===== config.mk =====
export PLATFORM = sky130hd
export DESIGN_NAME = phase_lock_ctrl_flat
export DESIGN_NICKNAME = d
export VERILOG_FILES = /design/src/rtl/phase_lock_pkg.sv /design/src/rtl/phase_lock_ctrl_if.sv /design/src/rtl/phase_avg_accum.sv /design/src/rtl/phase_lock_ctrl.sv /design/src/flat_wrapper.sv
export SDC_FILE = /design/constraint.sdc
export NUM_CORES = 1
export LEC_CHECK = 0
export CAP_MARGIN = 25
export CORE_MARGIN = 5
export CORE_UTILIZATION = 47
export CTS_BUF_LIST = sky130_fd_sc_hd__clkbuf_4 sky130_fd_sc_hd__clkbuf_8
export CTS_CLUSTER_SIZE = 30
export DETAILED_ROUTE_END_ITERATION = 10
export PLACE_DENSITY = 0.71
export SYNTH_ARGS = -nofsm -noshare
export SYNTH_HDL_FRONTEND = slang
export SYNTH_SLANG_ARGS = --single-unit
export TNS_END_PERCENT = 20

===== constraint.sdc =====
create_clock -name CLK -period 14.8 [get_ports CLK]
set_input_delay 2.22 -clock CLK [delete_from_list [all_inputs] [get_ports CLK]]
set_output_delay 2.22 -clock CLK [all_outputs]
set_load 0.02 [all_outputs]

===== src/rtl/phase_lock_pkg.sv =====
// Shared types and helpers for the phase-lock loop controller: FSM state
// encoding, default width helpers and the frequency clamp decision.
package phase_lock_pkg;

  typedef enum logic [1:0] {
    IDLE,
    SETTLE,
    MEASURE,
    UPDATE
  } lock_state_t;

  typedef enum logic [1:0] {
    CLAMP_NONE,
    CLAMP_LO,
    CLAMP_HI
  } clamp_sel_t;

  localparam int DEF_POSITION_BITS = 14;
  localparam int DEF_AVG_LOG2      = 4;
  localparam int ACC_BITS          = DEF_POSITION_BITS + DEF_AVG_LOG2;
  localparam int ERR_BITS          = DEF_POSITION_BITS + 1;

  // Operands are pre-extended to 64 signed bits so any word width up to 62 bits fits.
  function automatic clamp_sel_t clamp_check(input logic signed [63:0] v,
                                             input logic signed [63:0] lo,
                                             input logic signed [63:0] hi);
    clamp_sel_t sel;
    sel = CLAMP_NONE;
    if (v < lo)      sel = CLAMP_LO;
    else if (v > hi) sel = CLAMP_HI;
    return sel;
  endfunction

endpackage


===== src/rtl/phase_lock_ctrl_if.sv =====
// Control/data bundle between the loop controller and its surroundings
// (phase detector inputs, NCO frequency outputs, status).
interface phase_lock_ctrl_if #(
  parameter int POSITION_BITS = 14,
  parameter int FREQ_BITS     = 32
);
  logic                            CE;
  logic                            ENABLE;
  logic        [FREQ_BITS-1:0]     FREQ_INIT;
  logic        [FREQ_BITS-1:0]     FREQ_MIN;
  logic        [FREQ_BITS-1:0]     FREQ_MAX;
  logic signed [POSITION_BITS-1:0] PHASE_TARGET;
  logic signed [POSITION_BITS-1:0] PHASE_DIFFERENCE;
  logic        [FREQ_BITS-1:0]     FREQ_WORD;
  logic                            FREQ_UPDATE;
  logic signed [POSITION_BITS-1:0] AVG_PHASE;
  logic signed [POSITION_BITS:0]   PHASE_ERROR;
  logic                            LOCKED;
  logic                            BUSY;

  modport master (
    output CE, ENABLE, FREQ_INIT, FREQ_MIN, FREQ_MAX, PHASE_TARGET, PHASE_DIFFERENCE,
    input  FREQ_WORD, FREQ_UPDATE, AVG_PHASE, PHASE_ERROR, LOCKED, BUSY
  );

  modport slave (
    input  CE, ENABLE, FREQ_INIT, FREQ_MIN, FREQ_MAX, PHASE_TARGET, PHASE_DIFFERENCE,
    output FREQ_WORD, FREQ_UPDATE, AVG_PHASE, PHASE_ERROR, LOCKED, BUSY
  );
endinterface


===== src/rtl/phase_avg_accum.sv =====
// Sample divider plus accumulator: takes one phase sample every SAMPLE_DIV
// enabled cycles and presents the floor average of 2^AVG_LOG2 samples.
module phase_avg_accum
  import phase_lock_pkg::*;
#(
  parameter int POSITION_BITS = 14,
  parameter int AVG_LOG2      = 4,
  parameter int SAMPLE_DIV    = 256
) (
  input  logic                            CLK,
  input  logic                            RESET,
  input  logic                            ce,
  input  logic                            start,
  input  logic                            run,
  input  logic signed [POSITION_BITS-1:0] sample,
  output logic                            done,
  output logic signed [POSITION_BITS-1:0] avg
);
  localparam int ACC_W = POSITION_BITS + AVG_LOG2;
  localparam int DW    = $clog2(SAMPLE_DIV);
  localparam logic [DW-1:0]       DIV_LAST = DW'(SAMPLE_DIV - 1);
  localparam logic [AVG_LOG2-1:0] CNT_LAST = '1;

  logic        [DW-1:0]       div_cnt;
  logic        [AVG_LOG2-1:0] smp_cnt;
  logic signed [ACC_W-1:0]    acc;
  logic signed [ACC_W-1:0]    sample_ext;

  assign sample_ext = {{AVG_LOG2{sample[POSITION_BITS-1]}}, sample};
  // Dropping the low AVG_LOG2 bits is the arithmetic shift, already truncated to the input width.
  assign avg  = acc[ACC_W-1:AVG_LOG2];
  assign done = run && (div_cnt == DIV_LAST) && (smp_cnt == CNT_LAST);

  always_ff @(posedge CLK) begin
    if (RESET) begin
      div_cnt <= '0;
      smp_cnt <= '0;
      acc     <= '0;
    end else if (ce) begin
      if (start) begin
        div_cnt <= '0;
        smp_cnt <= '0;
        acc     <= '0;
      end else if (run) begin
        if (div_cnt == DIV_LAST) begin
          div_cnt <= '0;
          smp_cnt <= smp_cnt + 1'b1;
          acc     <= acc + sample_ext;
        end else begin
          div_cnt <= div_cnt + 1'b1;
        end
      end
    end
  end

endmodule


===== src/rtl/phase_lock_ctrl.sv =====
// Integral phase-lock controller: averages detector phase, steers the NCO
// frequency word by the shifted error and tracks lock status.
module phase_lock_ctrl
  import phase_lock_pkg::*;
#(
  parameter int POSITION_BITS  = 14,
  parameter int FREQ_BITS      = 32,
  parameter int AVG_LOG2       = 4,
  parameter int SAMPLE_DIV     = 256,
  parameter int SETTLE_CYCLES  = 4096,
  parameter int K_SHIFT        = 6,
  parameter int LOCK_THRESHOLD = 8,
  parameter int LOCK_COUNT     = 16
) (
  input  logic             CLK,
  input  logic             RESET,
  phase_lock_ctrl_if.slave bus
);
  localparam int ERR_W = POSITION_BITS + 1;
  localparam int NXT_W = FREQ_BITS + 2;
  localparam int SW    = $clog2(SETTLE_CYCLES + 1);
  localparam int LW    = $clog2(LOCK_COUNT + 1);
  localparam logic [SW-1:0]    SETTLE_LAST = SW'(SETTLE_CYCLES - 1);
  localparam logic [LW-1:0]    LOCK_FULL   = LW'(LOCK_COUNT);
  localparam logic [ERR_W-1:0] LOCK_THR    = ERR_W'(LOCK_THRESHOLD);

  lock_state_t                     state;
  logic        [SW-1:0]            settle_cnt;
  logic        [LW-1:0]            lock_cnt;
  logic                            acc_start;
  logic                            acc_run;
  logic                            acc_done;
  logic signed [POSITION_BITS-1:0] avg;
  logic signed [ERR_W-1:0]         err_c;
  logic signed [ERR_W-1:0]         corr_c;
  logic        [ERR_W-1:0]         abs_err_c;
  logic signed [NXT_W-1:0]         next_c;
  logic        [FREQ_BITS-1:0]     freq_upd_c;
  logic        [FREQ_BITS-1:0]     freq_init_c;
  logic                            in_lock_c;

  function automatic logic [FREQ_BITS-1:0] sat_freq(input logic signed [NXT_W-1:0] v,
                                                    input logic [FREQ_BITS-1:0]    lo,
                                                    input logic [FREQ_BITS-1:0]    hi);
    logic signed [63:0]     v64;
    logic signed [63:0]     lo64;
    logic signed [63:0]     hi64;
    logic [FREQ_BITS-1:0]   r;
    v64  = {{(64-NXT_W){v[NXT_W-1]}}, v};
    lo64 = {{(64-FREQ_BITS){1'b0}}, lo};
    hi64 = {{(64-FREQ_BITS){1'b0}}, hi};
    case (clamp_check(v64, lo64, hi64))
      CLAMP_LO: r = lo;
      CLAMP_HI: r = hi;
      default:  r = v[FREQ_BITS-1:0];
    endcase
    return r;
  endfunction

  // Any drop of ENABLE discards the partial average; UPDATE re-arms the next window.
  assign acc_start = !bus.ENABLE || (state == UPDATE) ||
                     ((state == SETTLE) && (settle_cnt == SETTLE_LAST));
  assign acc_run   = bus.ENABLE && (state == MEASURE);

  phase_avg_accum #(
    .POSITION_BITS (POSITION_BITS),
    .AVG_LOG2      (AVG_LOG2),
    .SAMPLE_DIV    (SAMPLE_DIV)
  ) u_accum (
    .CLK    (CLK),
    .RESET  (RESET),
    .ce     (bus.CE),
    .start  (acc_start),
    .run    (acc_run),
    .sample (bus.PHASE_DIFFERENCE),
    .done   (acc_done),
    .avg    (avg)
  );

  always_comb begin
    err_c       = {avg[POSITION_BITS-1], avg} -
                  {bus.PHASE_TARGET[POSITION_BITS-1], bus.PHASE_TARGET};
    corr_c      = err_c >>> K_SHIFT;
    abs_err_c   = err_c[ERR_W-1] ? (~err_c + 1'b1) : err_c;
    in_lock_c   = (abs_err_c <= LOCK_THR);
    // Two guard bits keep the subtraction from wrapping before the clamp sees it.
    next_c      = $signed({2'b00, bus.FREQ_WORD}) -
                  {{(NXT_W-ERR_W){corr_c[ERR_W-1]}}, corr_c};
    freq_upd_c  = sat_freq(next_c, bus.FREQ_MIN, bus.FREQ_MAX);
    freq_init_c = sat_freq($signed({2'b00, bus.FREQ_INIT}), bus.FREQ_MIN, bus.FREQ_MAX);
  end

  always_ff @(posedge CLK) begin
    if (RESET) begin
      state           <= IDLE;
      settle_cnt      <= '0;
      lock_cnt        <= '0;
      bus.FREQ_WORD   <= '0;
      bus.FREQ_UPDATE <= 1'b0;
      bus.AVG_PHASE   <= '0;
      bus.PHASE_ERROR <= '0;
      bus.LOCKED      <= 1'b0;
      bus.BUSY        <= 1'b0;
    end else if (!bus.CE) begin
      bus.FREQ_UPDATE <= 1'b0;
    end else begin
      bus.FREQ_UPDATE <= 1'b0;
      case (state)
        IDLE: begin
          bus.LOCKED <= 1'b0;
          if (bus.ENABLE) begin
            bus.FREQ_WORD   <= freq_init_c;
            bus.FREQ_UPDATE <= 1'b1;
            settle_cnt      <= '0;
            state           <= SETTLE;
            bus.BUSY        <= 1'b1;
          end
        end
        SETTLE: begin
          if (!bus.ENABLE) begin
            state      <= IDLE;
            bus.BUSY   <= 1'b0;
            bus.LOCKED <= 1'b0;
            lock_cnt   <= '0;
          end else if (settle_cnt == SETTLE_LAST) begin
            state <= MEASURE;
          end else begin
            settle_cnt <= settle_cnt + 1'b1;
          end
        end
        MEASURE: begin
          if (!bus.ENABLE) begin
            state      <= IDLE;
            bus.BUSY   <= 1'b0;
            bus.LOCKED <= 1'b0;
            lock_cnt   <= '0;
          end else if (acc_done) begin
            state <= UPDATE;
          end
        end
        UPDATE: begin
          bus.FREQ_WORD   <= freq_upd_c;
          bus.AVG_PHASE   <= avg;
          bus.PHASE_ERROR <= err_c;
          bus.FREQ_UPDATE <= 1'b1;
          if (in_lock_c) begin
            if (lock_cnt != LOCK_FULL) lock_cnt <= lock_cnt + 1'b1;
            bus.LOCKED <= (lock_cnt >= LOCK_FULL - 1'b1);
          end else begin
            lock_cnt   <= '0;
            bus.LOCKED <= 1'b0;
          end
          // A late ENABLE drop still lets this update land before idling.
          if (bus.ENABLE) begin
            state <= MEASURE;
          end else begin
            state      <= IDLE;
            bus.BUSY   <= 1'b0;
            bus.LOCKED <= 1'b0;
            lock_cnt   <= '0;
          end
        end
        default: state <= IDLE;
      endcase
    end
  end

endmodule


===== src/flat_wrapper.sv =====
// flat-port wrapper written by rule: the top's interface ports become plain ports
module phase_lock_ctrl_flat import phase_lock_pkg::*;
#(
  parameter int POSITION_BITS  = 14,
  parameter int FREQ_BITS      = 32,
  parameter int AVG_LOG2       = 4,
  parameter int SAMPLE_DIV     = 256,
  parameter int SETTLE_CYCLES  = 4096,
  parameter int K_SHIFT        = 6,
  parameter int LOCK_THRESHOLD = 8,
  parameter int LOCK_COUNT     = 16
)
  (CLK, RESET, bus_CE, bus_ENABLE, bus_FREQ_INIT, bus_FREQ_MIN, bus_FREQ_MAX, bus_PHASE_TARGET, bus_PHASE_DIFFERENCE, bus_FREQ_WORD, bus_FREQ_UPDATE, bus_AVG_PHASE, bus_PHASE_ERROR, bus_LOCKED, bus_BUSY);
  phase_lock_ctrl_if #(.POSITION_BITS(POSITION_BITS), .FREQ_BITS(FREQ_BITS)) bus_i ();
  input  logic CLK;
  input  logic RESET;
  input wire logic [$bits(bus_i.CE)-1:0] bus_CE;
  input wire logic [$bits(bus_i.ENABLE)-1:0] bus_ENABLE;
  input wire logic [$bits(bus_i.FREQ_INIT)-1:0] bus_FREQ_INIT;
  input wire logic [$bits(bus_i.FREQ_MIN)-1:0] bus_FREQ_MIN;
  input wire logic [$bits(bus_i.FREQ_MAX)-1:0] bus_FREQ_MAX;
  input wire logic [$bits(bus_i.PHASE_TARGET)-1:0] bus_PHASE_TARGET;
  input wire logic [$bits(bus_i.PHASE_DIFFERENCE)-1:0] bus_PHASE_DIFFERENCE;
  output wire logic [$bits(bus_i.FREQ_WORD)-1:0] bus_FREQ_WORD;
  output wire logic [$bits(bus_i.FREQ_UPDATE)-1:0] bus_FREQ_UPDATE;
  output wire logic [$bits(bus_i.AVG_PHASE)-1:0] bus_AVG_PHASE;
  output wire logic [$bits(bus_i.PHASE_ERROR)-1:0] bus_PHASE_ERROR;
  output wire logic [$bits(bus_i.LOCKED)-1:0] bus_LOCKED;
  output wire logic [$bits(bus_i.BUSY)-1:0] bus_BUSY;
  assign bus_i.CE = bus_CE;
  assign bus_i.ENABLE = bus_ENABLE;
  assign bus_i.FREQ_INIT = bus_FREQ_INIT;
  assign bus_i.FREQ_MIN = bus_FREQ_MIN;
  assign bus_i.FREQ_MAX = bus_FREQ_MAX;
  assign bus_i.PHASE_TARGET = bus_PHASE_TARGET;
  assign bus_i.PHASE_DIFFERENCE = bus_PHASE_DIFFERENCE;
  assign bus_FREQ_WORD = bus_i.FREQ_WORD;
  assign bus_FREQ_UPDATE = bus_i.FREQ_UPDATE;
  assign bus_AVG_PHASE = bus_i.AVG_PHASE;
  assign bus_PHASE_ERROR = bus_i.PHASE_ERROR;
  assign bus_LOCKED = bus_i.LOCKED;
  assign bus_BUSY = bus_i.BUSY;
  phase_lock_ctrl #(.POSITION_BITS(POSITION_BITS), .FREQ_BITS(FREQ_BITS), .AVG_LOG2(AVG_LOG2), .SAMPLE_DIV(SAMPLE_DIV), .SETTLE_CYCLES(SETTLE_CYCLES), .K_SHIFT(K_SHIFT), .LOCK_THRESHOLD(LOCK_THRESHOLD), .LOCK_COUNT(LOCK_COUNT)) u_core (.CLK(CLK), .RESET(RESET), .bus(bus_i));
endmodule

### Yosys cells after proc, flatten, opt, wreduce, memory -nomap -nowiden

Index checks and enable logic that the tools add are counted.

| storage, ports and cells | value |
|---|---|
| flip-flop bits (word level) | 114 |
| input bits | 128 |

| operators by class | value |
|---|---|
| bitwise gates (word level) | 2 |
| muxes and demuxes | 42 |
| reductions and logical operators | 25 |
| $lt $le $gt $ge | 6 |
| add/sub/neg operators | 8 |
| equality and inequality tests | 19 |

Operator list:

| cell | count |
|---|---|
| 32-bit one-hot mux with 2 select lines | 3 |
| 18-bit two-way mux | 3 |
| 13-bit two-way mux | 3 |
| 34-bit by 33-bit > comparator with 1-bit output | 1 |
| 34-bit by 33-bit less-than comparator with 1-bit output | 1 |
| 33-bit by 9-bit subtractor with 34-bit output | 1 |
| 32-bit > comparator | 1 |
| 32-bit less-than comparator | 1 |
| 32-bit two-way mux | 1 |
| 13-bit one-hot mux with 2 select lines | 1 |
| 8-bit two-way mux | 3 |
| 2-bit two-way mux | 10 |
| 5-bit two-way mux | 4 |
| 18-bit by 14-bit adder with 18-bit output | 1 |
| 15-bit by 1-bit adder with 15-bit output (second input constant) | 1 |
| 15-bit by 4-bit less-or-equal comparator with 1-bit output (second input constant) | 1 |
| 15-bit two-way mux | 1 |
| 15-bit inverter | 1 |
| 14-bit by 14-bit subtractor with 15-bit output | 1 |
| 13-bit by 1-bit adder with 13-bit output (second input constant) | 1 |
| 13-bit by 12-bit equality test with 1-bit output (second input constant) | 1 |
| 4-bit two-way mux | 3 |
| 2-bit != test (second input constant) | 5 |
| 5-bit one-hot mux with 2 select lines | 1 |
| other kinds (28) | 52 |

### Depth between registers and ports, before layout

Gate-level depths: netlist of the first run.

| depth | value |
|---|---|
| word-level depth | 8 |
| mapped depth | 36 |
| mapped depth without buffers | 33 |

### Modules after synthesis

Synthesis of the first run repeated with hierarchy kept, for this count alone.

| unflattened totals | value |
|---|---|
| cells, all modules | 1708 |
| area total of the unflattened synthesis | 12879.9 um^2 |

Modules (own cells, without submodules):

| module | sequential area each (um^2) | times used | area each (um^2) | cells each |
|---|---|---|---|---|
| phase_lock_ctrl | 1681.6 | 1 | 10771.6 | 1454 |
| phase_avg_accum | 600.6 | 1 | 2108.3 | 254 |

### Worst setup path after synthesis of the first run

OpenSTA, ideal clock, no wires.

| path | value |
|---|---|
| path type | input-to-reg |
| start | input port bus_PHASE_TARGET[0] |
| end | register u_core.bus.FREQ_WORD[21] |
| setup slack | 5762 ps |
| cell stages on the path | 31 |
| data arrival time | 8950 ps |
| library setup time | 88 ps |
| cell sequence | ha_1 > inv_1 > fa_1 > a211oi_2 > o211ai_2 > and2_1 > xor2_1 > inv_1 > ha_1 > a21oi_1 > o21ai_1 > nand2b_1 > o32ai_1 > o41ai_1 > maj3_1 > maj3_1 > and3_1 > or3_1 > and2_1 > ha_1 > a21o_1 > a221o_1 > a221o_1 > nand2_1 > a211oi_1 > nor3_2 > and2_4 > buf_4 > nand2_1 > a221o_1 > a311oi_2 |

| between the ends | value |
|---|---|
| cells in the longest elaborated chain, start to end | 8 |

RTL lines:

| element | line | source |
|---|---|---|
| start: declaration | flat_wrapper.sv:22 | `input wire logic [$bits(bus_i.PHASE_TARGET)-1:0] bus_PHASE_TARGET;` |
| 14-bit by 14-bit subtractor with 15-bit output * | phase_lock_ctrl.sv:81 | `err_c = {avg[POSITION_BITS-1], avg} -` |
| 33-bit by 9-bit subtractor with 34-bit output * | phase_lock_ctrl.sv:87 | `next_c = $signed({2'b00, bus.FREQ_WORD}) -` |
| 34-bit by 33-bit > comparator with 1-bit output | phase_lock_pkg.sv:30 | `else if (v > hi) sel = CLAMP_HI;` |
| 2-bit two-way mux | phase_lock_pkg.sv:30 |  |
| 2-bit two-way mux | phase_lock_pkg.sv:29 | `if (v < lo) sel = CLAMP_LO;` |
| 2-bit equality test or 2-bit by 1-bit equality test with 1-bit output (tied branches) | phase_lock_ctrl.sv:52 | `case (clamp_check(v64, lo64, hi64))` |
| 32-bit one-hot mux with 2 select lines * | phase_lock_ctrl.sv:52 |  |
| 32-bit one-hot mux with 2 select lines * | phase_lock_ctrl.sv:108 | `case (state)` |
| end signal: assignment | phase_lock_ctrl.sv:112 | `bus.FREQ_WORD <= freq_init_c;` |
| end signal: assignment | phase_lock_ctrl.sv:142 | `bus.FREQ_WORD <= freq_upd_c;` |
| end: declaration | phase_lock_ctrl_if.sv:28 | `output FREQ_WORD, FREQ_UPDATE, AVG_PHASE, PHASE_ERROR, LOCKED, BUSY` |

Every way passes the cells marked *; elsewhere a longest branch is shown, timed or not.
A chain may end at the register's enable or synchronous reset.

### Worst setup path after layout of the first run

| path | value |
|---|---|
| start | input port bus_PHASE_TARGET[0] |
| end | register u_core.bus.FREQ_WORD[14] |

The elaborated chain is that of the path after synthesis.

==> results of run 1 <==
-- layout by cell type, fill, tap and decap left out, types with 31 or more instances in the layout --
cell type,Yosys,final
inv_1,128,128
a21o_1,59,59
nor3_1,44,44
mux2i_1,51,51
nand4_1,31,31
ha_1,174,174
nand3_1,32,32
nor2_1,151,149
a21oi_1,121,121
nand2_1,162,162
o21ai_0,86,86
clkdlybuf4s50_1,0,190
dfxtp_1,114,114
xnor2_1,44,44
-- worst paths after layout --
kind	to	cells past startpoint	slack [ns]
worst min register to register	u_core.bus.PHASE_ERROR[6]$_SDFFE_PP0P_	2	0.46
worst max register to register	u_core.bus.FREQ_WORD[14]$_SDFFE_PP0P_	31	5.64
worst min-delay path	u_core.bus.PHASE_ERROR[6]$_SDFFE_PP0P_	2	0.46
worst max-delay path	u_core.bus.FREQ_WORD[14]$_SDFFE_PP0P_	31	3.86
-- Yosys cell counts (all sizes together), types with 15 or more instances --
master,count
inv,129
nand4,31
nor2,152
ha,174
or3,16
nor3,45
nor4,15
mux2i,52
buf,25
o21ai,97
nand3,32
o211ai,21
and3,17
nand2,164
a211oi,29
a31oi,15
nand2b,17
clkbuf,48
xnor2,45
a21o,59
a21oi,123
xor2,27
dfxtp,114
-- worst register-to-register path, delay by kind of cell (launching register included) --
| family | cells | cell delay, ns |
|---|---|---|
| simple gates | 6 | 1.53 |
| compound gates | 17 | 5.08 |
| buf+inv | 3 | 0.34 |
| xor+xnor | 1 | 0.37 |
| flops | 1 | 0.33 |
| fa+ha+maj | 4 | 1.34 |
-- power by group through the flow --
| stage | Clock, mW | Combinational (mW) | Sequential [mW] |
|---|---|---|---|
| 6_report | 0.310 | 0.466 | 0.336 |
| 5_1_grt | 0.330 | 0.509 | 0.336 |
| 4_1_cts | 0.314 | 0.457 | 0.335 |
| 3_5_place_dp | 0 | 0.454 | 0.342 |
| 3_3_place_gp | 0 | 0.448 | 0.342 |
| 2_1_floorplan | 0 | 0.303 | 0.339 |
-- cells by family after synthesis --
group	after synthesis	synth area share
simple gates	550	0.2069
compound gates	492	0.2682
buf+inv	202	0.06238
fa+ha+maj	181	0.1789
flops	114	0.1792
xor+xnor	72	0.05069
mux	66	0.05383
-- area by class of cell --
class	instances	area, µm²	area share
clock inverter	12	132.6	0.008690
inverter	129	484.2	0.03173
clock buffer	20	262.8	0.01722
multi-input combinational	1361	9672	0.6337
tap	341	426.7	0.02796
timing repair buffer	202	2002	0.1312
sequential	114	2282	0.1495
-- metrics by stage --
step,instances,utilization,cell area [µm²],hold slack (ns)
finish,2179,0.5695,15260,0.4555
detailed placement,2146,0.5540,14850,0.4453
global placement,2146,0.5540,14850,0.4445
global route,2179,0.5695,15260,0.4694
floorplan,1677,-,12740,0.4291
CTS,2178,0.5687,15240,0.4549
-- registers in the layout, indices dropped and copies added (netlist names) --
signal	cells
u_core.bus.AVG_PHASE	14
u_core.bus.BUSY	1
u_core.bus.FREQ_UPDATE	1
u_core.bus.FREQ_WORD	32
u_core.bus.LOCKED	1
u_core.bus.PHASE_ERROR	15
u_core.lock_cnt	5
u_core.settle_cnt	13
u_core.state	2
u_core.u_accum.acc	18
u_core.u_accum.div_cnt	8
u_core.u_accum.smp_cnt	4
-- routing by layer --
| layer | routed length, µm | vias to the layer above | share of wire | track usage |
|---|---|---|---|---|
| met5 | 0 | - | 0 | 0 |
| met4 | 1471 | 0 | 0.033 | 0.09984 |
| met3 | 3124 | 118 | 0.070 | 0.05041 |
| met2 | 20790 | 562 | 0.46 | 0.4738 |
| met1 | 19330 | 6277 | 0.43 | 0.3702 |
| li1 | - | 6457 | - | - |
==> impl_summary.md, run 1 <==
Synth
The sequential-to-total area share from yosys stat is 0.1792. The number of synthesis warnings is 0. For this run, the leading register cell type out of synthesis is dfxtp_1. The async set or reset register ratio after synthesis is 0. The largest total area in the synthesized netlist belongs to dfxtp_1. The number of different library cells used by synthesis comes to 103. After synthesis the cells add up to 12740 µm². The synthesis-stage register bit count is 114. The synthesized instance count is 1677. Yosys attributes the largest share of cell area to dfxtp_1 18%, ha_1 17%, nand2_1 4.8%, a21oi_1 4.8%, nor2_1 4.4%. Yosys mapped a number of flops with a built-in enable equal to 0. The mean cell area of the mapped netlist is around 7.6 µm². The area share of the largest cell type after synthesis is 0.1792. The net count after synthesis is 1982.

Global routing
The overall global routing resource usage is 0.2839. The number of antenna violations at the first check in global routing is 0. Global routing finished with a remaining overflow of 0.

The global-route wire length before repair is 70410 µm. Entering global routing, the biggest net connects 58 pins. The number of global-route vias before repair is 12946.

Clock tree
Gates resized during post-CTS repair numbered 0. The number of buffers added to fix hold violations after cts is 0. The CTS buffer count is 17. The H-tree generated during clock tree synthesis spans 4 levels. The worst-case clock buffer depth is 2. After clock tree synthesis, the setup repair step added 0 buffers.

The tree built by TritonCTS fans out to between 100 and 150 sinks. TritonCTS built the clock tree. The clock-pin slew reported for the worst setup and hold paths after clock tree synthesis is about 0.080 ns. The clock tree root driver cell is clkbuf_8. The clock latency of the later-clocked register in the worst-skew pair is 0.47 ns.

Worst hold path
The classification of the worst-slack hold path is flip-flop to flip-flop. The startpoint identified for the worst hold timing path is u_core.bus.PHASE_ERROR[6]$_SDFFE_PP0P_.

Die
The initial core utilization is 0.4753. The overall die area is roughly 30000 µm². The placement row count is 60.

The die boundary width is 174.6 µm. The total area inside the core boundary comes to 26800 µm². The die is 174.6 µm tall. 192 I/O pins were placed.

Worst setup path
The startpoint of the most critical setup path is bus_PHASE_TARGET[0]. The critical path in this run is classified as primary input to flip-flop. The number of buffers and inverters on the critical path is 3. The data arrival time of the critical path is around 11 ns. The largest stage delay on the critical path is 0.66 ns. The worst-path maximum fanout is 27. The worst setup path is launched from a primary input. STA puts the critical path data required time at 15.12 ns. Broken down by cell family, the worst path's largest delay share belongs to compound AO/OA/AOI/OAI gates.

The worst setup path is captured at a flip-flop. The cell with the largest stage delay on the worst path is a2111oi_0. The startpoint identified for the worst register-to-register timing path is u_core.u_accum.acc[4]$_SDFFE_PP0P_.

Placement
The count of buffers added on input and output ports is 191. The half-perimeter wire length after placement is 35750 µm. The post-placement setup slack is 3.562 ns.

The weighted congestion at the end of routability-driven global placement is 0.9334.

Power
Internal power comes to 0.6631 mW. VDD sags by at most 0.00004763 V. The combinational share of power is 0.419. The final total power is 1.112 mW. The share of total power dissipated in the clock network is 0.279.

In this run the power spent charging and discharging nets is 0.4487 mW. The analysis attributes to cell leakage a power of approximately 6.5 nW. The share of total power in sequential cells is 0.302. Of the total power, the share spent switching nets is 0.4036. The power density of the placed cells is 72.85 nW/µm².

Timing
The share of the cycle needed by the critical path after routing is 0.7390. Setup violations remaining at the end of the flow were counted as 0. The worst clock skew on the final layout is 0.01623 ns. The slew at the pin with the worst max-slew slack is 0.9360 ns. Setup repair after global routing left no endpoint under its margin. The final setup slack of the worst path is 3.862 ns. The final max-slew violation count was 0. Based on the critical path, the design can be clocked at up to 91.43 MHz. Measured against its own limit, the worst slew margin works out to 0.3712. The final hold violation count is 0. The minimum clock period after layout is 10.94 ns. The final total negative setup slack is 0 ns.

Routing
The detailed router finished its first iteration with ~1100 violations. The remaining number of nets flagged by the antenna check after routing is 0. The overall routed net length is 44720 µm.

The remaining design rule violation count is 0. After detailed routing, the average wire length per cell comes to 20.52 µm. The via count of the routed design is 13414. The number of detailed-routing iterations run before antenna repair is 6.

The number of vias per cell after detailed routing is between 6 and 7.

Layout
After the last flow step, the layout net total stands at 2130. The count of inserted antenna diode cells is 0. The area added between synthesis and finish is 19.82%.

The number of filler instances in the final layout is approximately 2500. The share of layout cells above drive strength 1 is 0.05495.

Run
Across the run, the number of max-cap violations was 0.

Status
The flow ran to the end, and the final reports show no timing, DRC or antenna violations.
Power figures use the tool's default switching activity.
==> inputs of run 2 (changes only) <==
- PLACE_DENSITY: 0.71 -> 0.74
- clock period: 14.8 -> 9.3 ns (I/O delays scaled with it)
==> run 2 against run 1 <==
Effect of this change: combinational power up 68%; design area up 1.5%; clock skew up 0.0059 ns; power up 66%; setup slack worse by 3.3 ns; worst hold slack better by 0.0034 ns; non-clock buffer count up 24; sequential share of layout area down 0.22 points; routed wire length up 2.3%; sequential power up 59%; critical path type unchanged.
==> impl_summary.md, run 2 (synthesized netlist as in run 1, its figures left out) <==
Clock tree
The CTS buffer count is 17 (unchanged). The number of sinks driven by the clock tree is 114 (unchanged). The clock tree root driver cell is clkbuf_8. The number of buffers added to fix hold violations after cts is 0 (unchanged). TritonCTS built the clock tree. The worst-case clock buffer depth is 2 (unchanged). The number of H-tree branching levels was 4 (unchanged). The clock-pin slew reported for the worst setup and hold paths after clock tree synthesis came to 0.09 ns (about the same). The clock latency of the later-clocked register in the worst-skew pair came to 0.46 ns (about the same).

Timing
The fmax is 113.9 MHz. The final total negative setup slack was 0 ns (unchanged). The number of failing setup endpoints in the final timing report was 0 (unchanged).

The final max-slew violation count was 0 (unchanged). Setup repair after global routing left no endpoint under its margin. The final setup slack of the worst path is 0.5230 ns (-3.339 ns). The final hold violation count is 0 (unchanged).

The slew at the pin with the worst max-slew slack was 0.9346 ns (-0.001368 ns). The worst clock skew on the final layout is 0.02214 ns (+0.005906 ns). The share of the cycle needed by the critical path after routing is 0.9438. For the finished layout, the period the worst path requires is 8.777 ns.

The tightest slew margin relative to the limit is 0.3754 (+0.004205).

Layout
The register containing the most flip-flops in the final layout is u_core.bus.FREQ_WORD. The largest registers in the layout are u_core.bus.FREQ_WORD (32), u_core.u_accum.acc (18), u_core.bus.PHASE_ERROR (15). The number of filler instances in the final layout is 2526 (+0.20%). The number of flip-flops in the largest register is 32 (unchanged). The area growth from synthesis to layout is 21.63%.

The library cells used most frequently in the layout, excluding fill and tap cells, are 190 x clkdlybuf4s50_1, 174 x ha_1, 162 x nand2_1. The total area of multi-input combinational cells is 9689 µm² (+0.18%). The total number of nets in the final design came to 2155 (+1.2%). The share of layout cells above drive strength 1 is 0.06871 (+0.01376). The register area is 2282 µm² (unchanged).

The count of inserted antenna diode cells came to 0 (unchanged). The share of the core filled with cells in the final layout is 0.5781 (+0.008590). Leaving out fill and tap cells, the most frequent cell in the layout is clkdlybuf4s50_1.

Worst setup path
STA classifies the critical path startpoint as a primary input. The largest stage delay on the critical path is 0.58 ns (-0.08 ns). The required time of the worst setup path is 9.66 ns (-5.46 ns). STA classifies the critical path endpoint as a flip-flop. The library cell appearing most often on the critical path is ha_1. In this design, the largest share of critical-path delay is due to compound AO/OA/AOI/OAI gates. The number of buffers and inverters on the critical path came to 3 (unchanged).

The length in cells of the worst reg-to-reg path is 31 (unchanged). In this run the critical register-to-register path is captured at u_core.bus.FREQ_WORD[22]$_SDFFE_PP0P_. The cell with the largest stage delay on the worst path is nor4_1.

The worst setup path is of the primary input to flip-flop kind. The worst-path maximum fanout is 7 (-74%). The data arrival time of the critical path is 9.14 ns (-2.12 ns).

The setup slack on the worst flop-to-flop path is 1.50 ns (-4.14 ns). The source of the worst register-to-register timing path is u_core.u_accum.acc[4]$_SDFFE_PP0P_.

Power
The leakage power summed over all cells came to 6.691 nW (+2.2%). The internal power consumption is 1.087 mW (+64%). The clock power share is 0.284 (+0.005).

The combinational share of power is 0.426 (+0.007). The final total power is 1.842 mW (+66%). The power density of the placed cells came to 118.9 nW/µm² (+63%). The switching share of total power is 0.4097 (+0.006132). The highest ir drop seen on vdd is 0.00007712 V (+62%).

The power spent charging and discharging nets is 0.7548 mW (+68%). The share of total power in sequential cells was 0.290 (-0.012).

Global routing
The aggregate global routing overflow is 0 (unchanged). The number of global-route vias before repair came to 13040 (+0.73%). The number of antenna violations at the first check in global routing came to 0 (unchanged). The global-route wire length before repair came to 70940 µm (+0.75%). The pin count of the biggest net entering global routing came to 58 (unchanged).

The overall global routing resource usage was 0.2875 (+0.003542).

Worst hold path
The capture endpoint of the worst hold path is u_core.bus.AVG_PHASE[5]$_SDFFE_PP0P_. In this run the most critical hold path is launched from u_core.bus.AVG_PHASE[5]$_SDFFE_PP0P_. The instance count along the most critical hold path is 2 (unchanged).

The classification of the worst-slack hold path is flip-flop to flip-flop.

Die
The initial core utilization is 0.4753 (unchanged). The floorplan core area is 26800 µm² (unchanged). The placement row count was 60 (unchanged).

The overall die area is 30490 µm² (unchanged). The die boundary width was 174.6 µm (unchanged). The number of placed I/O pins is 192 (unchanged).

The height of the die is 174.6 µm (unchanged).

Placement
The half-perimeter wire length after placement is 36200 µm (+1.2%). The post-placement setup slack is 0.08137 ns (-3.481 ns). The number of port buffers is 191 (unchanged). The weighted congestion at the end of routability-driven global placement is 0.9742 (+4.4%).

Routing
The number of detailed-routing iterations run before antenna repair is 7 (+1). The number of vias per cell after detailed routing came to 6.162 (+0.10%). The via count of the routed design was 13582 (+1.3%). The remaining number of nets flagged by the antenna check after routing came to 0 (unchanged). The overall routed net length is 45730 µm (+2.3%). The violation count after the first detailed-routing iteration is 1293 (+18%). The remaining design rule violation count is 0 (unchanged). The final routed wire length divided by cell count is 20.75 µm (+1.1%).

Run
The number of max-cap violations is 0 (unchanged).

Status
The flow ran to the end, and the final reports show no timing, DRC or antenna violations.
==> run 2: area by class of cell <==
class / instances / share of cell area
clock inverter: 14 / 0.01082
sequential: 114 / 0.1473
inverter: 129 / 0.03125
multi-input combinational: 1362 / 0.6254
tap: 341 / 0.02754
clock buffer: 18 / 0.01599
timing repair buffer: 226 / 0.1417
==> run 2: metal layers <==
layer / vias to the layer above / routed length (µm) / track usage
li1: 6490 / - / -
met1: 6394 / 19920 / 0.3845
met2: 597 / 21090 / 0.4741
met3: 101 / 3324 / 0.04587
met4: 0 / 1395 / 0.09624
met5: - / 0 / 0
==> run 2: worst max path at each step <==
stage	start	endpoint	depth (start not counted)
after floorplan	bus_PHASE_TARGET[0]	u_core.bus.FREQ_WORD[21]$_SDFFE_PP0P_	31
after global placement	bus_PHASE_TARGET[0]	u_core.bus.FREQ_WORD[19]$_SDFFE_PP0P_	33
after detailed placement	bus_PHASE_TARGET[0]	u_core.bus.FREQ_WORD[18]$_SDFFE_PP0P_	32
after CTS	bus_PHASE_TARGET[0]	u_core.bus.FREQ_WORD[18]$_SDFFE_PP0P_	32
after global routing	bus_PHASE_TARGET[0]	u_core.bus.FREQ_WORD[28]$_SDFFE_PP0P_	33
final	bus_PHASE_TARGET[0]	u_core.bus.FREQ_WORD[22]$_SDFFE_PP0P_	31
==> run 2: worst register-to-register path: cells and delay by family (launching register included) <==
kind / cells / cell delay [ns]
fa+ha+maj: 4 / 1.29
simple gates: 4 / 1.17
compound gates: 17 / 3.96
xor+xnor: 2 / 0.45
mux: 1 / 0.24
buf+inv: 3 / 0.27
flops: 1 / 0.33
==> run 2: per-stage QoR <==
| step | hold WS, ns | area, µm² | cells |
|---|---|---|---|
| 2_1_floorplan | 0.4291 | 12740 | 1677 |
| 3_5_place_dp | 0.4506 | 15030 | 2169 |
| 3_3_place_gp | 0.4432 | 15030 | 2169 |
| 4_1_cts | 0.4615 | 15450 | 2201 |
| 5_1_grt | 0.4850 | 15490 | 2204 |
| 6_report | 0.4589 | 15490 | 2204 |
==> run 2: timing repair <==
item	CTS	global route
setup endpoints to repair	0	16
gates resized for setup	0	3
setup buffers	0	1
==> run 2: power groups by stage <==
stage / clock, mW / combinational, mW / sequential, mW
CTS: 0.526 / 0.758 / 0.533
floorplan: 0 / 0.483 / 0.539
global route: 0.547 / 0.854 / 0.536
finish: 0.523 / 0.785 / 0.534
detailed placement: 0 / 0.753 / 0.545
global placement: 0 / 0.746 / 0.545
==> inputs of run 3 (changes only) <==
- HOLD_SLACK_MARGIN: default -> 0.12
- PLACE_DENSITY: 0.74 -> 0.73
==> run 3 against run 2 <==
Effect of this change: die area did not move; sequential power barely moved; setup slack got worse by 0.014 ns; routed wire length rose by 3.0%; sequential share of layout area fell by 0.11 points; power rose by 0.97%; clock power fell by 1%; design area rose by 0.75%; largest cell class unchanged.
==> impl_summary.md, run 3 (synthesized netlist as in run 1, its figures left out) <==
Timing
The minimum clock period after layout is 8.791 ns (+0.01381 ns). The worst clock skew on the final layout is 0.02006 ns (-0.002076 ns). The final max-slew violation count was 0 (unchanged). Setup repair after global routing left no endpoint under its margin. The tightest slew margin relative to the limit was 0.3082 (-0.06723). The fmax was 113.8 MHz (-0.16%). The slew at the pin with the worst max-slew slack is 1.035 ns (+0.1006 ns). The number of failing setup endpoints in the final timing report is 0 (unchanged). The final total negative setup slack came to 0 ns (unchanged).

The final hold violation count is 0 (unchanged). The share of the cycle needed by the critical path after routing is 0.9452 (+0.001485).

Layout
The number of flip-flops in the largest register is 32 (unchanged). The post-layout instance area is 15610 µm² (+0.75%). The total number of nets in the final design came to 2166 (+0.51%). The number of filler instances in the final layout is 2532 (+0.24%). The register containing the most flip-flops in the final layout is u_core.bus.FREQ_WORD.

The most common cell after layout, fill and taps aside is clkdlybuf4s50_1. The share of layout cells above drive strength 1 is 0.07577 (+0.007067). The number of standard cells in the layout, taps in and fillers out is 2215 (+0.50%).

Relative to the synthesized area, the layout overhead comes to 22.54%. The largest registers in the layout are u_core.bus.FREQ_WORD (32), u_core.u_accum.acc (18), u_core.bus.PHASE_ERROR (15). In the layout the commonest cells are 190 x clkdlybuf4s50_1, 174 x ha_1, 162 x nand2_1.

The count of inserted antenna diode cells is 0 (unchanged).

Placement
The number of port buffers is 191 (unchanged). The number of cells in the design after placement is 2183 (+0.65%). The half-perimeter wire length after placement was 37450 µm (+3.5%). The cell area after placement is 15160 µm² (+0.87%).

The weighted congestion at the end of routability-driven global placement is 0.9424 (-3.3%).

Power
The leakage power summed over all cells is 6.749 nW (+0.86%). The highest ir drop seen on vdd is 0.00008827 V (+14%). The power density of the placed cells came to 119.2 nW/µm² (+0.22%).

Run
The number of max-cap violations is 0 (unchanged).

Worst setup path
The slowest stage of the critical path is the nor4_1 cell. The element type at the critical path end is a flip-flop. The kind of critical path is primary input to flip-flop. The required time of the worst setup path was 9.67 ns (about the same). The largest stage delay on the critical path is 0.58 ns (about the same). The data arrival time of the critical path is 9.16 ns (+0.02 ns). STA classifies the critical path startpoint as a primary input. The worst-path maximum fanout came to 7 (unchanged).

Routing
The final routed wire length divided by cell count was 21.25 µm (+2.4%). The number of detailed-routing iterations run before antenna repair is 6 (-1). The number of vias per cell after detailed routing is 6.133 (-0.48%). The overall routed net length was 47080 µm (+3.0%). The remaining number of nets flagged by the antenna check after routing is 0 (unchanged).

The violation count after the first detailed-routing iteration is 1210 (-6.4%). The via count of the routed design is 13584 (+0.015%). The remaining design rule violation count is 0 (unchanged).

Clock tree
The worst-case clock buffer depth is 2 (unchanged). The clock latency of the later-clocked register in the worst-skew pair came to 0.47 ns (about the same). The cell sitting at the root of the clock tree is a clkbuf_8.

The CTS buffer count is 17 (unchanged). The number of H-tree branching levels is 4 (unchanged). The number of setup buffers added after CTS was 0 (unchanged). TritonCTS built the clock tree.

The number of sinks driven by the clock tree was 114 (unchanged). The clock-pin slew reported for the worst setup and hold paths after clock tree synthesis is 0.09 ns (about the same).

Global routing
The pin count of the biggest net entering global routing came to 48 (-17%). The number of antenna violations at the first check in global routing was 0 (unchanged). The overall global routing resource usage is 0.2985 (+0.01107).

The aggregate global routing overflow came to 0 (unchanged). The global-route wire length before repair is 72990 µm (+2.9%). The number of global-route vias before repair is 13131 (+0.70%).

Die
The height of the die is 174.6 µm (unchanged). The overall die area was 30490 µm² (unchanged). The die boundary width is 174.6 µm (unchanged). The floorplan core area was 26800 µm² (unchanged). The initial core utilization was 0.4753 (unchanged). The number of placed I/O pins was 192 (unchanged).

The placement row count is 60 (unchanged).

Worst hold path
The worst hold path belongs to the class flip-flop to flip-flop.

Status
The run finished with clean final reports.
==> run 3: power by group <==
part	leakage [nW]	internal [mW]	switching (mW)	total (mW)
sequential	0.924	0.501	0.0334	0.535
clock	0.203	0.247	0.269	0.516
combinational	5.62	0.345	0.464	0.810
==> run 3: path summary, 6_finish.rpt <==
check | start | to | slack, ns | cells past startpoint
worst min-delay path | u_core.bus.AVG_PHASE[8]$_SDFFE_PP0P_ | u_core.bus.AVG_PHASE[8]$_SDFFE_PP0P_ | 0.46 | 2
worst min register to register | u_core.bus.AVG_PHASE[8]$_SDFFE_PP0P_ | u_core.bus.AVG_PHASE[8]$_SDFFE_PP0P_ | 0.46 | 2
worst max register to register | u_core.u_accum.acc[4]$_SDFFE_PP0P_ | u_core.bus.FREQ_WORD[15]$_SDFFE_PP0P_ | 1.45 | 34
worst max-delay path | bus_PHASE_TARGET[0] | u_core.bus.FREQ_WORD[15]$_SDFFE_PP0P_ | 0.51 | 34
==> run 3: area by class of cell <==
| type | count | area (µm²) | area share |
|---|---|---|---|
| clock buffers | 17 | 234.0 | 0.01499 |
| clock inverters | 15 | 175.2 | 0.01122 |
| inverters | 129 | 484.2 | 0.03102 |
| multi-input cells | 1361 | 9709 | 0.6220 |
| flip-flops and latches | 114 | 2282 | 0.1462 |
| well taps | 341 | 426.7 | 0.02733 |
| repair buffers | 238 | 2297 | 0.1472 |
==> run 3: critical path, delay by kind of cell <==
family                   cells  cell delay [ns]
AO/OA/AOI/OAI               14             3.07
XOR/XNOR                     2             0.44
adder cells (fa/ha/maj)      4             1.24
buffers and inverters        6             1.19
multiplexers                 1             0.30
AND/OR/NAND/NOR              7             1.50
==> run 3: repair_timing <==
action                                  4_1_cts  5_1_grt
endpoints found under the setup margin        0       16
resized for setup                             0        8
hold buffers                                  0        0
==> run 3: per-layer routing <==
metal	vias to the layer above	GRT usage	wire (µm)
met3	104	0.05409	3396
met2	568	0.4891	21610
met1	6401	0.3928	20350
met4	0	0.1129	1729
met5	-	0	0
li1	6511	-	-
==> run 3: per-stage QoR <==
step / util / hold slack (ns) / setup slack [ns] / power [mW]
CTS: 0.5810 / 0.4624 / 0.5244 / 1.850
global route: 0.5824 / 0.4829 / 0.004985 / 1.958
detailed placement: 0.5657 / 0.4492 / 0.06341 / 1.327
floorplan: - / 0.4291 / 1.087 / 1.022
finish: 0.5824 / 0.4616 / 0.5092 / 1.860
global placement: 0.5657 / 0.4441 / 0.1217 / 1.322
